**src/rtl/ysyx_22040895_exec_ctrl_if.sv**
```systemverilog
// Purpose: bundles the sequencer's fetch, LSU, decoder and status signals.
// Latency: wires only, no storage.
// Backpressure: fetch and LSU use request-held-until-response handshakes.
interface ysyx_22040895_exec_ctrl_if #(
  parameter int ADDR_W = 64,
  parameter int INST_W = 32
);
  logic              ifu_req_valid;
  logic [ADDR_W-1:0] ifu_req_addr;
  logic              ifu_resp_valid;
  logic [INST_W-1:0] ifu_resp_inst;
  logic [INST_W-1:0] inst_o;
  logic [ADDR_W-1:0] pc_o;
  logic [ADDR_W-1:0] ex_next_pc;
  logic              lsu_req_valid;
  logic              lsu_resp_valid;
  logic              rf_wen;
  logic [63:0]       retire_cnt;
  logic              halted;
  logic [1:0]        halt_code;

  // Sequencer side
  modport master (
    output ifu_req_valid, ifu_req_addr, inst_o, pc_o, lsu_req_valid,
           rf_wen, retire_cnt, halted, halt_code,
    input  ifu_resp_valid, ifu_resp_inst, ex_next_pc, lsu_resp_valid
  );

  // Fetch unit / EXU / LSU / decoder side
  modport slave (
    input  ifu_req_valid, ifu_req_addr, inst_o, pc_o, lsu_req_valid,
           rf_wen, retire_cnt, halted, halt_code,
    output ifu_resp_valid, ifu_resp_inst, ex_next_pc, lsu_resp_valid
  );
endinterface

```
**src/rtl/ysyx_22040895_exec_ctrl.sv**
```systemverilog
// Purpose: multi-cycle FETCH/DECODE/EXEC/MEM/WB sequencer owning PC and IR.
// Latency: 4 cycles per ALU/branch instruction, 5 for loads/stores (zero-wait).
// Backpressure: stalls in FETCH until ifu_resp_valid, in MEM until lsu_resp_valid.
module ysyx_22040895_exec_ctrl #(
  parameter int              ADDR_W   = 64,
  parameter int              INST_W   = 32,
  parameter logic [ADDR_W-1:0] RESET_PC = 64'h0000_0000_8000_0000
) (
  input  logic                       clk,
  input  logic                       rst,
  ysyx_22040895_exec_ctrl_if.master  bus
);

  typedef enum logic [2:0] {
    S_FETCH  = 3'd0,
    S_DECODE = 3'd1,
    S_EXEC   = 3'd2,
    S_MEM    = 3'd3,
    S_WB     = 3'd4,
    S_HALT   = 3'd5
  } state_e;

  localparam logic [INST_W-1:0] EBREAK    = INST_W'(32'h0010_0073);
  localparam logic [6:0]        OP_LOAD   = 7'b0000011;
  localparam logic [6:0]        OP_STORE  = 7'b0100011;
  localparam logic [6:0]        OP_BRANCH = 7'b1100011;

  state_e            state_q, state_d;
  logic [ADDR_W-1:0] pc_q, pc_d;
  logic [INST_W-1:0] ir_q, ir_d;
  logic [63:0]       retire_cnt_q, retire_cnt_d;
  logic [1:0]        halt_code_q, halt_code_d;

  logic [6:0] opcode;
  logic       is_mem;
  logic       writes_rd;

  // Opcode classes come from the held IR, so they are stable DECODE..WB.
  assign opcode    = ir_q[6:0];
  assign is_mem    = (opcode == OP_LOAD) || (opcode == OP_STORE);
  assign writes_rd = (opcode != OP_STORE) && (opcode != OP_BRANCH) && (ir_q[11:7] != 5'd0);

  // Next-state and register update logic; PC/IR only move at their update points.
  always_comb begin
    state_d      = state_q;
    pc_d         = pc_q;
    ir_d         = ir_q;
    retire_cnt_d = retire_cnt_q;
    halt_code_d  = halt_code_q;
    case (state_q)
      S_FETCH: begin
        if (bus.ifu_resp_valid) begin
          ir_d    = bus.ifu_resp_inst;
          state_d = S_DECODE;
        end
      end
      S_DECODE: begin
        if (ir_q == EBREAK) begin
          state_d     = S_HALT;
          halt_code_d = 2'd0;
        end else begin
          state_d = S_EXEC;
        end
      end
      S_EXEC: begin
        state_d = is_mem ? S_MEM : S_WB;
      end
      S_MEM: begin
        if (bus.lsu_resp_valid) begin
          state_d = S_WB;
        end
      end
      S_WB: begin
        // A misaligned target stops the core with the faulting PC still visible.
        if (bus.ex_next_pc[1:0] != 2'b00) begin
          state_d     = S_HALT;
          halt_code_d = 2'd1;
        end else begin
          pc_d         = bus.ex_next_pc;
          retire_cnt_d = retire_cnt_q + 64'd1;
          state_d      = S_FETCH;
        end
      end
      S_HALT: begin
        state_d = S_HALT;
      end
      default: begin
        state_d = S_FETCH;
      end
    endcase
  end

  // State register with synchronous reset; reset aborts any in-flight instruction.
  always_ff @(posedge clk) begin
    if (rst) begin
      state_q      <= S_FETCH;
      pc_q         <= RESET_PC;
      ir_q         <= '0;
      retire_cnt_q <= 64'd0;
      halt_code_q  <= 2'd0;
    end else begin
      state_q      <= state_d;
      pc_q         <= pc_d;
      ir_q         <= ir_d;
      retire_cnt_q <= retire_cnt_d;
      halt_code_q  <= halt_code_d;
    end
  end

  // Moore outputs; only the strobes are additionally masked by reset.
  assign bus.ifu_req_valid = !rst && (state_q == S_FETCH);
  assign bus.ifu_req_addr  = pc_q;
  assign bus.inst_o        = ir_q;
  assign bus.pc_o          = pc_q;
  assign bus.lsu_req_valid = !rst && (state_q == S_MEM);
  assign bus.rf_wen        = !rst && (state_q == S_WB) && writes_rd;
  assign bus.retire_cnt    = retire_cnt_q;
  assign bus.halted        = (state_q == S_HALT);
  assign bus.halt_code     = halt_code_q;

endmodule

```
**src/flat_wrapper.sv**
```systemverilog
// flat-port wrapper written by rule: the top's interface ports become plain ports
module ysyx_22040895_exec_ctrl_flat 
#(
  parameter int              ADDR_W   = 64,
  parameter int              INST_W   = 32,
  parameter logic [ADDR_W-1:0] RESET_PC = 64'h0000_0000_8000_0000
)
  (clk, rst, bus_ifu_req_valid, bus_ifu_req_addr, bus_inst_o, bus_pc_o, bus_lsu_req_valid, bus_rf_wen, bus_retire_cnt, bus_halted, bus_halt_code, bus_ifu_resp_valid, bus_ifu_resp_inst, bus_ex_next_pc, bus_lsu_resp_valid);
  ysyx_22040895_exec_ctrl_if #(.ADDR_W(ADDR_W), .INST_W(INST_W)) bus_i ();
  input  logic clk;
  input  logic rst;
  output wire logic [$bits(bus_i.ifu_req_valid)-1:0] bus_ifu_req_valid;
  output wire logic [$bits(bus_i.ifu_req_addr)-1:0] bus_ifu_req_addr;
  output wire logic [$bits(bus_i.inst_o)-1:0] bus_inst_o;
  output wire logic [$bits(bus_i.pc_o)-1:0] bus_pc_o;
  output wire logic [$bits(bus_i.lsu_req_valid)-1:0] bus_lsu_req_valid;
  output wire logic [$bits(bus_i.rf_wen)-1:0] bus_rf_wen;
  output wire logic [$bits(bus_i.retire_cnt)-1:0] bus_retire_cnt;
  output wire logic [$bits(bus_i.halted)-1:0] bus_halted;
  output wire logic [$bits(bus_i.halt_code)-1:0] bus_halt_code;
  input wire logic [$bits(bus_i.ifu_resp_valid)-1:0] bus_ifu_resp_valid;
  input wire logic [$bits(bus_i.ifu_resp_inst)-1:0] bus_ifu_resp_inst;
  input wire logic [$bits(bus_i.ex_next_pc)-1:0] bus_ex_next_pc;
  input wire logic [$bits(bus_i.lsu_resp_valid)-1:0] bus_lsu_resp_valid;
  assign bus_ifu_req_valid = bus_i.ifu_req_valid;
  assign bus_ifu_req_addr = bus_i.ifu_req_addr;
  assign bus_inst_o = bus_i.inst_o;
  assign bus_pc_o = bus_i.pc_o;
  assign bus_lsu_req_valid = bus_i.lsu_req_valid;
  assign bus_rf_wen = bus_i.rf_wen;
  assign bus_retire_cnt = bus_i.retire_cnt;
  assign bus_halted = bus_i.halted;
  assign bus_halt_code = bus_i.halt_code;
  assign bus_i.ifu_resp_valid = bus_ifu_resp_valid;
  assign bus_i.ifu_resp_inst = bus_ifu_resp_inst;
  assign bus_i.ex_next_pc = bus_ex_next_pc;
  assign bus_i.lsu_resp_valid = bus_lsu_resp_valid;
  ysyx_22040895_exec_ctrl #(.ADDR_W(ADDR_W), .INST_W(INST_W), .RESET_PC(RESET_PC)) u_core (.clk(clk), .rst(rst), .bus(bus_i));
endmodule
```
**config.mk**
```make
export PLATFORM = sky130hd
export DESIGN_NAME = ysyx_22040895_exec_ctrl_flat
export DESIGN_NICKNAME = d
export VERILOG_FILES = /design/src/rtl/ysyx_22040895_exec_ctrl_if.sv /design/src/rtl/ysyx_22040895_exec_ctrl.sv /design/src/flat_wrapper.sv
export SDC_FILE = /design/constraint.sdc
export NUM_CORES = 1
export LEC_CHECK = 0
export ABC_AREA = 1
export BUFFER_PORTS_ARGS = -buffer_cell sky130_fd_sc_hd__buf_4
export CAP_MARGIN = 20
export CORE_ASPECT_RATIO = 0.75
export CORE_MARGIN = 1
export CORE_UTILIZATION = 30
export CTS_BUF_LIST = sky130_fd_sc_hd__clkbuf_4 sky130_fd_sc_hd__clkbuf_8
export DETAILED_ROUTE_END_ITERATION = 6
export GPL_TIMING_DRIVEN = 1
export HOLD_SLACK_MARGIN = 0.02
export PLACE_DENSITY = 0.53
export SLEW_MARGIN = 20
export SYNTH_ARGS = -nofsm -noshare
export SYNTH_HDL_FRONTEND = slang
export SYNTH_SLANG_ARGS = --single-unit
```
**constraint.sdc**
```tcl
create_clock -name clk -period 1.7 [get_ports clk]
set_input_delay 0.085 -clock clk [delete_from_list [all_inputs] [get_ports clk]]
set_output_delay 0.085 -clock clk [all_outputs]
set_load 0.02 [all_outputs]
```
[Word-level counts from Yosys, hierarchy flattened]
Index checks and enable logic that the tools add are counted.
Operators by class
  add/subtract/negate cells: 1
  multiply operators: 0
  divide/modulo/power cells: 0
  $lt $le $gt $ge: 0
  equal/unequal tests: 14
  shift operators: 0
  mux-type cells: 9
  bitwise logic cells: 1
  reduce and logical (&&, ||, !) cells: 16
Operator list (number)
  adder 64 x 1 -> 64 bit, second input constant: 1
  == test 32 x 21 -> 1 bit, second input constant: 1
  case mux 3 bit (6 select lines): 1
  two-way mux 3 bit: 5
  == test 7 x 2 -> 1 bit, second input constant: 1
  == test 7 x 6 -> 1 bit, second input constant: 1
  inequality test 7 x 6 -> 1 bit, second input constant: 1
  inequality test 7 bit, second input constant: 1
  == test 3 x 2 -> 1 bit, second input constant: 2
  == test 3 bit, second input constant: 2
  logical AND 1 bit: 6
  AND reduction 2 bit: 3
  nonzero test 5 bit: 1
  two-way mux 2 bit: 2
  inequality test 2 x 1 -> 1 bit, second input constant: 2
  inequality test 2 bit, second input constant: 2
  case mux 2 bit (2 select lines): 1
  nonzero test 2 bit: 2
  == test 3 x 1 -> 1 bit, second input constant: 1
  zero test 3 bit: 1
  AND reduction 3 bit: 1
  zero test 1 bit: 1
  logical OR 1 bit: 1
  inverter 1 bit: 1
Storage, ports and cells
  register bits after elaboration: 165
  bits in latches: 0
  bits in writable memories: 0
  bits in read-only memories: 0
  input bits: 100
  output and inout bits: 230
  word-level logic and storage cells: 46
  memories kept: 0

[Longest topological paths before layout]
  depth in word-level cells: 4
  mapped depth: 10
  mapped depth without buffers: 10

[Least setup slack after synthesis]
OpenSTA, ideal clock, no wires.
  kind: reg2reg
  start point: reg u_core.retire_cnt_q[1], in the netlist u_core.bus.retire_cnt[1]
  end point: reg u_core.retire_cnt_q[54], in the netlist u_core.bus.retire_cnt[54]
  library setup time: 0.128 ns
  data arrival time: 1.577 ns
  required time: 1.572 ns
  setup slack: -0.004 ns
  stages on the path, launching flop included: 11
  path buffers: 0
  period minus slack after synthesis: 1.704 ns
  cells stage by stage: dfxtp_1 > ha_1 > inv_1 > nor2_1 > nand2_1 > nor2_4 > nand2_1 > nor2_1 > nand4_1 > nand2_1 > nor2_1
On the way
  word-level cells in the longest chain between the ends: 1
Ends and longest elaborated chain
  start, declared: RTL line ysyx_22040895_exec_ctrl.sv:31  | logic [63:0] retire_cnt_q, retire_cnt_d;
  start signal, assigned: RTL line ysyx_22040895_exec_ctrl.sv:105  | retire_cnt_q <= retire_cnt_d;
  adder 64 x 1 -> 64 bit: RTL line ysyx_22040895_exec_ctrl.sv:80  | retire_cnt_d = retire_cnt_q + 64'd1;
No other way between the ends.
A chain may end at the register's enable or synchronous reset.

[Worst setup path in the final report]
  start point: reg u_core.ir_q[3], in the netlist u_core.bus.inst_o[3]
  end point: out bus_rf_wen
On the way
  word-level cells in the longest chain between the ends: 4
  elaborated cells on any way between the ends: 5
  those cells by class: 2 x eq/ne; 3 x reduce/logical
Ends and longest elaborated chain
  start, declared: RTL line ysyx_22040895_exec_ctrl.sv:30  | logic [INST_W-1:0] ir_q, ir_d;
  start signal, assigned: RTL line ysyx_22040895_exec_ctrl.sv:104  | ir_q <= ir_d;
  inequality test 7 x 6 -> 1 bit or inequality test 7 bit (tied branches): RTL line ysyx_22040895_exec_ctrl.sv:41  | assign writes_rd = (opcode != OP_STORE) && (opcode != OP_BRANCH) && (ir_q[11:7] != 5'd0);
  logical AND 1 bit (*) (2 in series): RTL line ysyx_22040895_exec_ctrl.sv:41
  logical AND 1 bit (*): RTL line ysyx_22040895_exec_ctrl.sv:116  | assign bus.rf_wen = !rst && (state_q == S_WB) && writes_rd;
  end, declared: RTL line flat_wrapper.sv:17  | output wire logic [$bits(bus_i.rf_wen)-1:0] bus_rf_wen;
Mark *: on every way between the ends. The rest lies on a longest branch, timed or not.

==> key figures <==
Run status
  • Status: finished, final reports clean

Clock network
  • Clock transition at path regs: around 0.090 ns
  • CTS Root Cell: clkbuf_8
  • TritonCTS Buffers: 17
  • Max clock buf depth: 2
  • CTS sink cnt: 164
  • Clock Latency Late Sink: 0.47 ns
  • TritonCTS clock tree: yes
  • Clock H-tree levels: 4

Drt
  • WL/cell: roughly 15 um
  • Initial DRC Count: roughly 460
  • Antenna Nets Post-Route: 0
  • Routed vias/inst: ~4.5
  • Vias: between 8,000 and 9,000
  • # DRC: 0
  • Routed wire length: 29,940 um
  • Drt pass-1 iters: 5

Power
  • Flop pwr share: 0.427
  • Pleak: around 5.5 nW
  • Internal: 7.016 mW
  • Overall Power: between 10 and 15 mW
  • Comb power frac: 0.264
  • Total power per unit cell area: between 800 and 900 mW/mm^2
  • Net switching power: between 3 and 4 mW
  • VDD IR max: approximately 0.56 mV
  • Sw frac: 0.3200
  • Clk pwr share: 0.308

Logic synthesis
  • Seq/Total Area, Yosys: 0.4123
  • Post-Syn Area: 0.007963 sq mm
  • XOR/XNOR Fraction of Synth Area: 0.01540
  • Yosys reg bits: about 160
  • Synth Area in Compound Gates: 0.1031
  • Post-synth cell types: 36
  • Top cell type's share of synthesized area: 0.4123
  • Dominant combinational cell family by area after synthesis: simple AND/OR/NAND/NOR gates
  • Mux cell area share after synthesis: 0
  • Asr flop ratio synth: 0
  • Post-synth EDFFs: 0
  • Synth cell count leaders: nand2_1, dfxtp_1, nor2_1
  • Yosys warns: 0
  • Area leader, netlist: dfxtp_1
  • Top post-synthesis cells by area: dfxtp_1, nand2_1, nor2_1, a21oi_1, buf_4
  • Most common cell in the netlist: nand2_1
  • Post-synthesis simple-gate area fraction: 0.3389
  • Post-synthesis adder-cell area fraction: 0.001571
  • Post-Syn Area per Cell: around 6.8 sq um
  • Synth Flop Type: dfxtp_1
  • Synthesized instance count: between 1,000 and 1,500
  • Syn Nets: around 1,300

STA
  • Min Hold Slack: roughly 0.19 ns
  • Worst relative slew slack: 0.5431
  • Final period demand of the worst path: between 1.5 and 2 ns
  • Clock Skews: ~0.014 ns
  • Slew @ Worst Pin: between 0.6 and 0.7 ns
  • RSZ-0062 raised after global routing: yes
  • Final Hold Vio Count: 0
  • Setup violators final: 0
  • Max Slew Vio Count: 0
  • Part of the cycle the worst path needs: 0.9701
  • FMAX: slightly above 0.6 GHz

Cells and area
  • Multi-input logic area: 0.003850 sq mm
  • # fillers: between 2,000 and 3,000
  • Synth-to-Final Area Change: 58.31%
  • Share of post-route cells with drive strength above 1: 0.3383
  • Final Net Count: 1,707
  • Register area: roughly 0.0033 sq mm
  • ANT cells: 0

Critical path
  • Crit path kind: flop to output port
  • Crit path largest cell delay: 0.36 ns
  • Setup crit start kind: flop
  • Setup crit end kind: output port
  • Largest delay contributor family on the critical path: flip-flops
  • Worst Path Arrival: around 1.6 ns
  • Crit-path slowest cell: dfxtp_4
  • Worst-path fanout max: 2
  • WP buf/inv: 2
  • Critical Path RT: ~1.6 ns
  • Worst path cell trace: nor3_4 -> buf_6 -> nand2_4 -> o2bb2ai_4 -> nor4_4 -> buf_4

Global routing
  • Total track usage: 0.2076
  • Largest net degree at the start of global routing: 65
  • First-pass GRT wire length: around 44,000 um
  • Antenna violations before repair: 0
  • Number of global-route vias before repair: just under 8,000
  • Global route overflow: 0

Floorplanning
  • Initial core utilization: 0.3058
  • Die W: about 190 um
  • Number of cell rows: between 50 and 60
  • Die area: 0.02720 sq mm
  • Core area: ~0.026 sq mm
  • Die Height: 143.1 um
  • Top Ports: 330

Run
  • Max-Cap Viols: 0

Place
  • IO Port Bufs: roughly 330
  • Post-DP HPWL: about 22,000 um
  • GP Congestion: around 0.96

Worst hold path
  • Min-Delay Path Class: primary input to flop
[kinds of logic (layout without fill, tap and decap cells)]
| family | Yosys count | count (layout) |
|---|---|---|
| adders and majority gates | 1 | 1 |
| other | 1 | 1 |
| buffers and inverters | 204 | 644 |
| xor gates and xnor gates | 14 | 14 |
| DFF | 164 | 164 |
| and+or+nand+nor | 631 | 631 |
| AOI/OAI and AO/OA | 162 | 162 |
[flip-flops by register name, summed over array words and instances, names as in the netlist]
signal	cells
u_core.bus.retire_cnt	64
u_core.bus.ifu_req_addr	64
u_core.bus.halt_code	1
u_core.bus.inst_o	32
u_core.state_q	3
[tightest hold or removal path, cell delays in order]
cell and delay, ns:
buf_4 0.08, nor2_2 0.05, nand3_4 0.16, buf_4 0.16, a21oi_1 0.06
[power by group through the flow]
stage | Sequential, mW | Clock, mW | Combinational, mW
detailed placement | 4.48 | 0 | 2.40
floorplan | 4.72 | 0 | 1.09
CTS | 4.41 | 3.29 | 2.68
finish | 4.41 | 3.18 | 2.73
global route | 4.44 | 3.42 | 2.97
global placement | 4.47 | 0 | 2.39
[worst paths after layout]
path / from / endpoint / slack (ns) / cells after the start
worst max register to register: u_core.bus.retire_cnt[29]$_SDFFE_PP0P_ / u_core.bus.retire_cnt[35]$_SDFFE_PP0P_ / 0.10 / 7
worst min-delay path: bus_ex_next_pc[1] / u_core.bus.retire_cnt[0]$_SDFFE_PP0P_ / 0.19 / 5
worst min register to register: u_core.bus.inst_o[10]$_SDFFE_PP0P_ / u_core.bus.inst_o[10]$_SDFFE_PP0P_ / 0.46 / 2
worst max-delay path: u_core.bus.inst_o[3]$_SDFFE_PP0P_ / bus_rf_wen / 0.05 / 6
[layout by cell type, fill, tap and decap left out, drive strengths merged]
master         n
buf          416
nand2        340
nor2         178
dfxtp        164
a21oi        119
inv          100
dlygate4sd3   97
nand3         58
o21ai         39
nand4         27
clkbuf        23
nor3          20
xor2           9
xnor2          5
bufinv         4
nor3b          3
clkinvlp       2
clkinv         2
nor4           2
o22ai          1
and3           1
and2           1
nand3b         1
o21a           1
a21boi         1
o2bb2ai        1
ha             1
conb           1
[layer usage]
metal / global-route usage / part of all wire / vias up
met5: 0 / 0 / -
met4: 0.04754 / 0.0087 / 0
met3: 0.03858 / 0.062 / 16
met2: 0.3262 / 0.46 / 285
met1: 0.2920 / 0.47 / 4083
li1: - / - / 4531
[layout make-up]
class / count / area share
inverter: 100 / 0.02978
timing repair buffer: 514 / 0.3319
sequential: 164 / 0.2646
clock inverter: 8 / 0.01211
tap: 344 / 0.03414
multi-input combinational: 809 / 0.3054
clock buffer: 22 / 0.02203
[metrics by stage]
step	cells	util	area (sq um)	worst slack, ns	setup TNS (ns)
finish	1961	0.4842	12610	0.05082	0
global placement	1825	0.4172	10860	-0.02720	-0.04499
floorplan	1177	-	7964	0.02151	0
CTS	1955	0.4751	12370	-0.05244	-0.05244
global route	1961	0.4842	12610	-0.03234	-0.08134
detailed placement	1825	0.4172	10860	-0.04506	-0.1186
[timing repair]
item / CTS / global route
endpoints found under the setup margin: 10 / 56
setup buffers: 4 / 5
hold endpoints to repair: 98 / 0
resized for setup: 27 / 67
pin swaps: 3 / 6
hold buffers: 97 / 0
cloned: 0 / 1
Power figures use the tool's default switching activity.
